===== config.mk =====
export PLATFORM = sky130hd
export DESIGN_NAME = param_counter
export DESIGN_NICKNAME = d
export VERILOG_FILES = /design/src/rtl/counter_pkg.sv /design/src/rtl/counter_prescaler.sv /design/src/rtl/param_counter.sv
export SDC_FILE = /design/constraint.sdc
export NUM_CORES = 1
export LEC_CHECK = 0
export BUFFER_PORTS_ARGS = -buffer_cell sky130_fd_sc_hd__buf_2
export CORE_MARGIN = 4
export CORE_UTILIZATION = 40
export CTS_CLUSTER_SIZE = 12
export DETAILED_ROUTE_END_ITERATION = 16
export RECOVER_POWER = 25
export SYNTH_ARGS = -nofsm -noshare
export SYNTH_HDL_FRONTEND = slang
export SYNTH_HIERARCHICAL = 1
export SYNTH_SLANG_ARGS = --single-unit

===== constraint.sdc =====
create_clock -name clk -period 4.2 [get_ports clk]
set_input_delay 0.84 -clock clk [delete_from_list [all_inputs] [get_ports clk]]
set_output_delay 0.84 -clock clk [all_outputs]
set_load 0.02 [all_outputs]

===== src/rtl/counter_pkg.sv =====
// Shared definitions for the parametrised event/timer counter: direction and
// mode encodings plus the next-count rule used by the counter datapath.
package counter_pkg;

    // Direction encoding on up_down
    localparam logic DIR_UP   = 1'b1;
    localparam logic DIR_DOWN = 1'b0;

    // Bound behaviour encoding on saturate
    localparam logic MODE_WRAP = 1'b0;
    localparam logic MODE_SAT  = 1'b1;

    // Widest counter the helper functions handle; narrower counters are
    // zero-extended into this word and truncated back by the caller.
    localparam int CNT_MAX_W = 32;

    typedef logic [CNT_MAX_W-1:0] cnt_word_t;

    // True when a step taken from 'count' in direction 'dir' hits the bound.
    // Counting up, anything at or above modulo is at the bound, so a value
    // loaded above modulo wraps/saturates on its first up step.
    function automatic logic bound_hit(
        input cnt_word_t count,
        input cnt_word_t modulo,
        input logic      dir
    );
        if (dir == DIR_UP) begin
            return (count >= modulo);
        end
        return (count == '0);
    endfunction

    // Value of the counter after one step.
    function automatic cnt_word_t next_count(
        input cnt_word_t count,
        input cnt_word_t modulo,
        input logic      dir,
        input logic      mode
    );
        if (bound_hit(count, modulo, dir)) begin
            if (mode == MODE_SAT) begin
                return count;
            end
            return (dir == DIR_UP) ? '0 : modulo;
        end
        return (dir == DIR_UP) ? count + 1 : count - 1;
    endfunction

endpackage


===== src/rtl/counter_prescaler.sv =====
// Prescaler for param_counter: emits a one-cycle step request every
// prescale+1 enabled cycles. Disabled cycles freeze the phase.
module counter_prescaler
    import counter_pkg::*;
#(
    parameter int PRESC_W = 4
) (
    input  logic               clk,
    input  logic               reset_n,
    input  logic               clr,
    input  logic               enable,
    input  logic [PRESC_W-1:0] prescale,
    output logic               step
);

    logic [PRESC_W-1:0] presc_q;
    logic [PRESC_W-1:0] presc_d;
    logic               period_done;

    // A period ends when the phase counter reaches the current prescale
    // value. A phase already above a newly lowered prescale keeps counting
    // and only matches again after wrapping through zero.
    always_comb begin
        period_done = (presc_q == prescale);
        step        = enable && !clr && period_done;
    end

    // Phase counter next state: restart on clr, advance only when enabled.
    always_comb begin
        presc_d = presc_q;
        if (clr) begin
            presc_d = '0;
        end else if (enable) begin
            presc_d = period_done ? '0 : presc_q + PRESC_W'(1);
        end
    end

    // Phase counter register.
    always_ff @(posedge clk or negedge reset_n) begin
        if (!reset_n) begin
            presc_q <= '0;
        end else begin
            presc_q <= presc_d;
        end
    end

endmodule


===== src/rtl/param_counter.sv =====
// Parametrised up/down event counter with synchronous clear and load,
// programmable modulo bound, wrap or saturate at the bound, prescaled
// stepping, a registered terminal-count pulse and a sticky overflow flag.
// WIDTH must lie in 2..CNT_MAX_W.
module param_counter
    import counter_pkg::*;
#(
    parameter int WIDTH   = 8,
    parameter int PRESC_W = 4
) (
    input  logic               clk,
    input  logic               reset_n,
    input  logic               clear,
    input  logic               enable,
    input  logic               up_down,
    input  logic               load,
    input  logic [WIDTH-1:0]   load_value,
    input  logic [WIDTH-1:0]   modulo,
    input  logic               saturate,
    input  logic [PRESC_W-1:0] prescale,
    output logic [WIDTH-1:0]   count,
    output logic               tc,
    output logic               overflow
);

    logic [WIDTH-1:0] count_q;
    logic [WIDTH-1:0] count_d;
    logic             tc_q;
    logic             tc_d;
    logic             overflow_q;
    logic             overflow_d;

    logic             presc_clr;
    logic             step;
    logic             hit;

    // Clear and load both restart the prescale period, so the first step
    // after either always needs a full prescale+1 enabled cycles.
    assign presc_clr = clear | load;

    counter_prescaler #(
        .PRESC_W (PRESC_W)
    ) u_prescaler (
        .clk      (clk),
        .reset_n  (reset_n),
        .clr      (presc_clr),
        .enable   (enable),
        .prescale (prescale),
        .step     (step)
    );

    // Bound detection on the current count for the sampled direction.
    always_comb begin
        hit = bound_hit(cnt_word_t'(count_q), cnt_word_t'(modulo), up_down);
    end

    // Next state with priority clear > load > step > hold. tc defaults low
    // so it is a single-cycle pulse following each bound-hit step.
    always_comb begin
        count_d    = count_q;
        tc_d       = 1'b0;
        overflow_d = overflow_q;
        if (clear) begin
            count_d    = '0;
            overflow_d = 1'b0;
        end else if (load) begin
            count_d = load_value;
        end else if (step) begin
            count_d = WIDTH'(next_count(cnt_word_t'(count_q),
                                        cnt_word_t'(modulo),
                                        up_down, saturate));
            if (hit) begin
                tc_d       = 1'b1;
                overflow_d = 1'b1;
            end
        end
    end

    // Output state registers.
    always_ff @(posedge clk or negedge reset_n) begin
        if (!reset_n) begin
            count_q    <= '0;
            tc_q       <= 1'b0;
            overflow_q <= 1'b0;
        end else begin
            count_q    <= count_d;
            tc_q       <= tc_d;
            overflow_q <= overflow_d;
        end
    end

    assign count    = count_q;
    assign tc       = tc_q;
    assign overflow = overflow_q;

endmodule

==> run summary <==
## Clocking
* 14 — CTS sink cnt
* 0.24 ns — clock latency of the later-clocked register in the worst-skew pair
* yes — TritonCTS clock tree
* 0.06 ns — clock input transition at the sequential cells of the worst setup and hold paths
* 0 — Setup Fix Bufs, Post-CTS
* 1 — Clock H-tree levels
* clkbuf_8 — clock tree root driver cell
* 0 — number of resized instances in the post-cts repair step
* 3 — TritonCTS buffer count
* 0 — cts hold-fix bufs
* 2 — Bufs on Longest Clock Path

## GRT
* 0 — number of antenna violations at the first check in global routing
* 7217 microns — global-route wire length before repair
* 15 — pin count of the biggest net entering global routing
* 1442 — number of global-route vias before repair
* 0 — overflow left after global routing
* 17.99% — overall fraction of global-route tracks in use

## Worst hold path
* overflow — startpoint of the most critical hold path
* overflow — hold-critical path endpoint
* reg2reg — worst min path class
* 1 — count of cells along the worst hold path

## STA
* 0 — Finish-stage setup viols
* 47.51% — worst slew margin relative to its limit
* 0.3250 GHz — achievable clock frequency
* 0 ns — Fin Setup TNS
* 0 — Final Hold Vio Count
* 0 — number of slew-limit violations in the final report
* 3.077 ns — Period minus WS final
* no — unrepaired setup endpoints after global routing
* 0.002592 ns — setup skew after layout
* 73.26% — share of the cycle needed by the critical path after routing
* 0.7874 ns — measured slew at the worst slew-check pin

## Place
* 1713 sq um — area after detailed placement
* 3409 microns — detailed-placement wirelength estimate
* 0.8677 — placer congestion estimate
* 36 — Port Buf Inserts
* 256 — number of placed instances, taps included

## Detailed routing
* 0 — post-route DRC violation count
* 1515 — total number of vias
* 4227 microns — Final Routed Wirelength
* 4 — number of iterations in the first detailed-routing pass
* 16.26 microns — detail-routed net length per standard cell
* 0 — Final ANT Viol Nets
* 5.827 — via density per instance
* 91 — First DRT Iteration DRCs

## Die
* 69.12 microns — die boundary height
* 43.07% — Initial Util
* 4777 sq um — Die ar.
* 21 — row count
* 37 — I/O pin count
* 3468 sq um — Core Region
* 69.12 microns — horizontal die dimension

## Synthesis
* 23.45% — portion of the post-synthesis area used by sequential elements
* 14 — count of state elements after synthesis
* 0 — number of synthesized flops with an enable pin
* 23.45% — area share of the leading cell type in the synthesized netlist
* 220 — number of nets produced by synthesis
* 6 — number of warnings issued by yosys
* 52 — distinct cell type count of the synthesized netlist
* 100.0% — post-synthesis async set-or-reset flop share
* 177 — Mapped Cells
* dfrtp_1 — post-synth top area cell
* dfrtp_1 (23%), ha_1 (13%), nor2_1 (4.5%) — dominant cells by area after synthesis
* 1494 sq um — combined area of all synthesized cells
* dfrtp_1 — Top FF cell, synth
* 8.440 sq um — synthesized area per cell

## Finish
* 260 — final non-filler cell total
* 1767 sq um — Layout Cell Area excl Fill
* 258 — Post-layout nets
* 18.26% — post-synthesis to final-layout area growth
* buf_2 (35), nor2_1 (18), ha_1 (15), inv_1 (14), dfrtp_1 (14) — most used cells in the layout excluding fill and tap cells
* 363 — fill cell instance count of the final layout
* buf_2 — most common library cell in the layout ignoring fill and taps
* 25.23% — layout cells sized above 1
* 50.94% — fin util
* 0 — number of antenna diodes

## Setup path
* 1.35 ns — flop-to-flop setup slack
* 8 — maximum fanout along the worst path
* 4.33 ns — worst path required time
* primary input — Critical Path Source Type
* 3.21 ns — Critical Path AT
* count[7] — launch point of the worst reg-to-reg path
* count[7] — Reg2Reg Capture Point
* in2reg — critical path start-end classification
* 7 — cell depth of the worst flop-to-flop path
* flop — type of element capturing the critical path

## Power and ir drop
* 0.8636 nW — cell leakage power
* 0.5492 mW — Power, Total
* 0.2999 mV — VDD IR max
* 310.9 nW/um^2 — power density over the cells

## Run status
* complete, no violations — outcome

## Job
* 0 — count of maximum capacitance violations

[per-stage QoR]
stage	setup slack [ns]	hold WS, ns
detailed placement	0.9556	0.4677
global route	0.9523	0.5089
finish	1.123	0.4776
global placement	0.9302	0.4613
floorplan	1.277	0.5444
CTS	1.193	0.4833
[cells in the mapped netlist (all sizes together) (2+ instances only)]
cell type,number
a2111oi,3
a211oi,2
a21o,2
a21oi,11
a221oi,2
a22o,2
a31oi,2
and2,2
and3,2
dfrtp,14
ha,15
inv,15
mux2,3
nand2,10
nand2b,4
nand3,8
nor2,18
nor2b,3
nor3,4
nor4,6
o211a,2
o21ai,10
o311ai,2
o31ai,5
o32ai,2
o41ai,2
xor2,7
[final cells by class]
class / count / area (sq um) / area share [%]
multi-input cells: 145 / 1069 / 60.48
clock buffers: 4 / 55.05 / 3.116
inverters: 15 / 56.30 / 3.187
repair buffers: 36 / 178.9 / 10.13
well taps: 46 / 57.56 / 3.258
flip-flops and latches: 14 / 350.3 / 19.83
[power by group]
part / total, mW / leakage (nW) / internal, mW / switching [mW]
combinational: 0.248 / 0.648 / 0.103 / 0.146
sequential: 0.170 / 0.187 / 0.147 / 0.0234
clock: 0.131 / 0.0288 / 0.0830 / 0.0480
[cell families (layout without fill, tap and decap cells)]
family,Yosys count,after routing,synth area share (%)
and+or+nand+nor,62,62,21.44
AOI/OAI and AO/OA,55,55,28.56
buffers and inverters,18,55,5.024
adders and majority gates,16,16,13.90
DFF,14,14,23.45
xor gates and xnor gates,8,8,4.690
muxes,4,4,2.931
[critical path, cell delays in order]
cell       delay (ns)
buf_2            0.09
inv_1            0.04
ha_1             0.33
nand3_1          0.12
nor2_1           0.08
a2111oi_4        0.66
a211oi_4         0.19
or4_1            0.51
a222oi_1         0.35
[worst max path at each step]
stage / to / start / slack, ns
floorplan: count[7] / modulo[6] / 1.28
global placement: count[7] / modulo[7] / 0.93
detailed placement: count[7] / modulo[6] / 0.96
CTS: count[7] / modulo[6] / 1.19
global route: count[7] / modulo[7] / 0.95
finish: count[7] / modulo[7] / 1.12
[sequential cells by signal, indices dropped and copies added, names as in the netlist]
register,flops
u_prescaler/presc_q,4
count,8
tc,1
overflow,1
[metal layers]
metal | wire length, microns | global-route usage (%) | up-vias
met2 | 1831 | 28.18 | 52
met5 | 0 | 0 | -
met1 | 2097 | 26.40 | 721
met4 | 0 | 0.8677 | 0
li1 | - | - | 742
met3 | 297 | 4.070 | 0
Note: power is estimated with default switching activity, not from simulation.
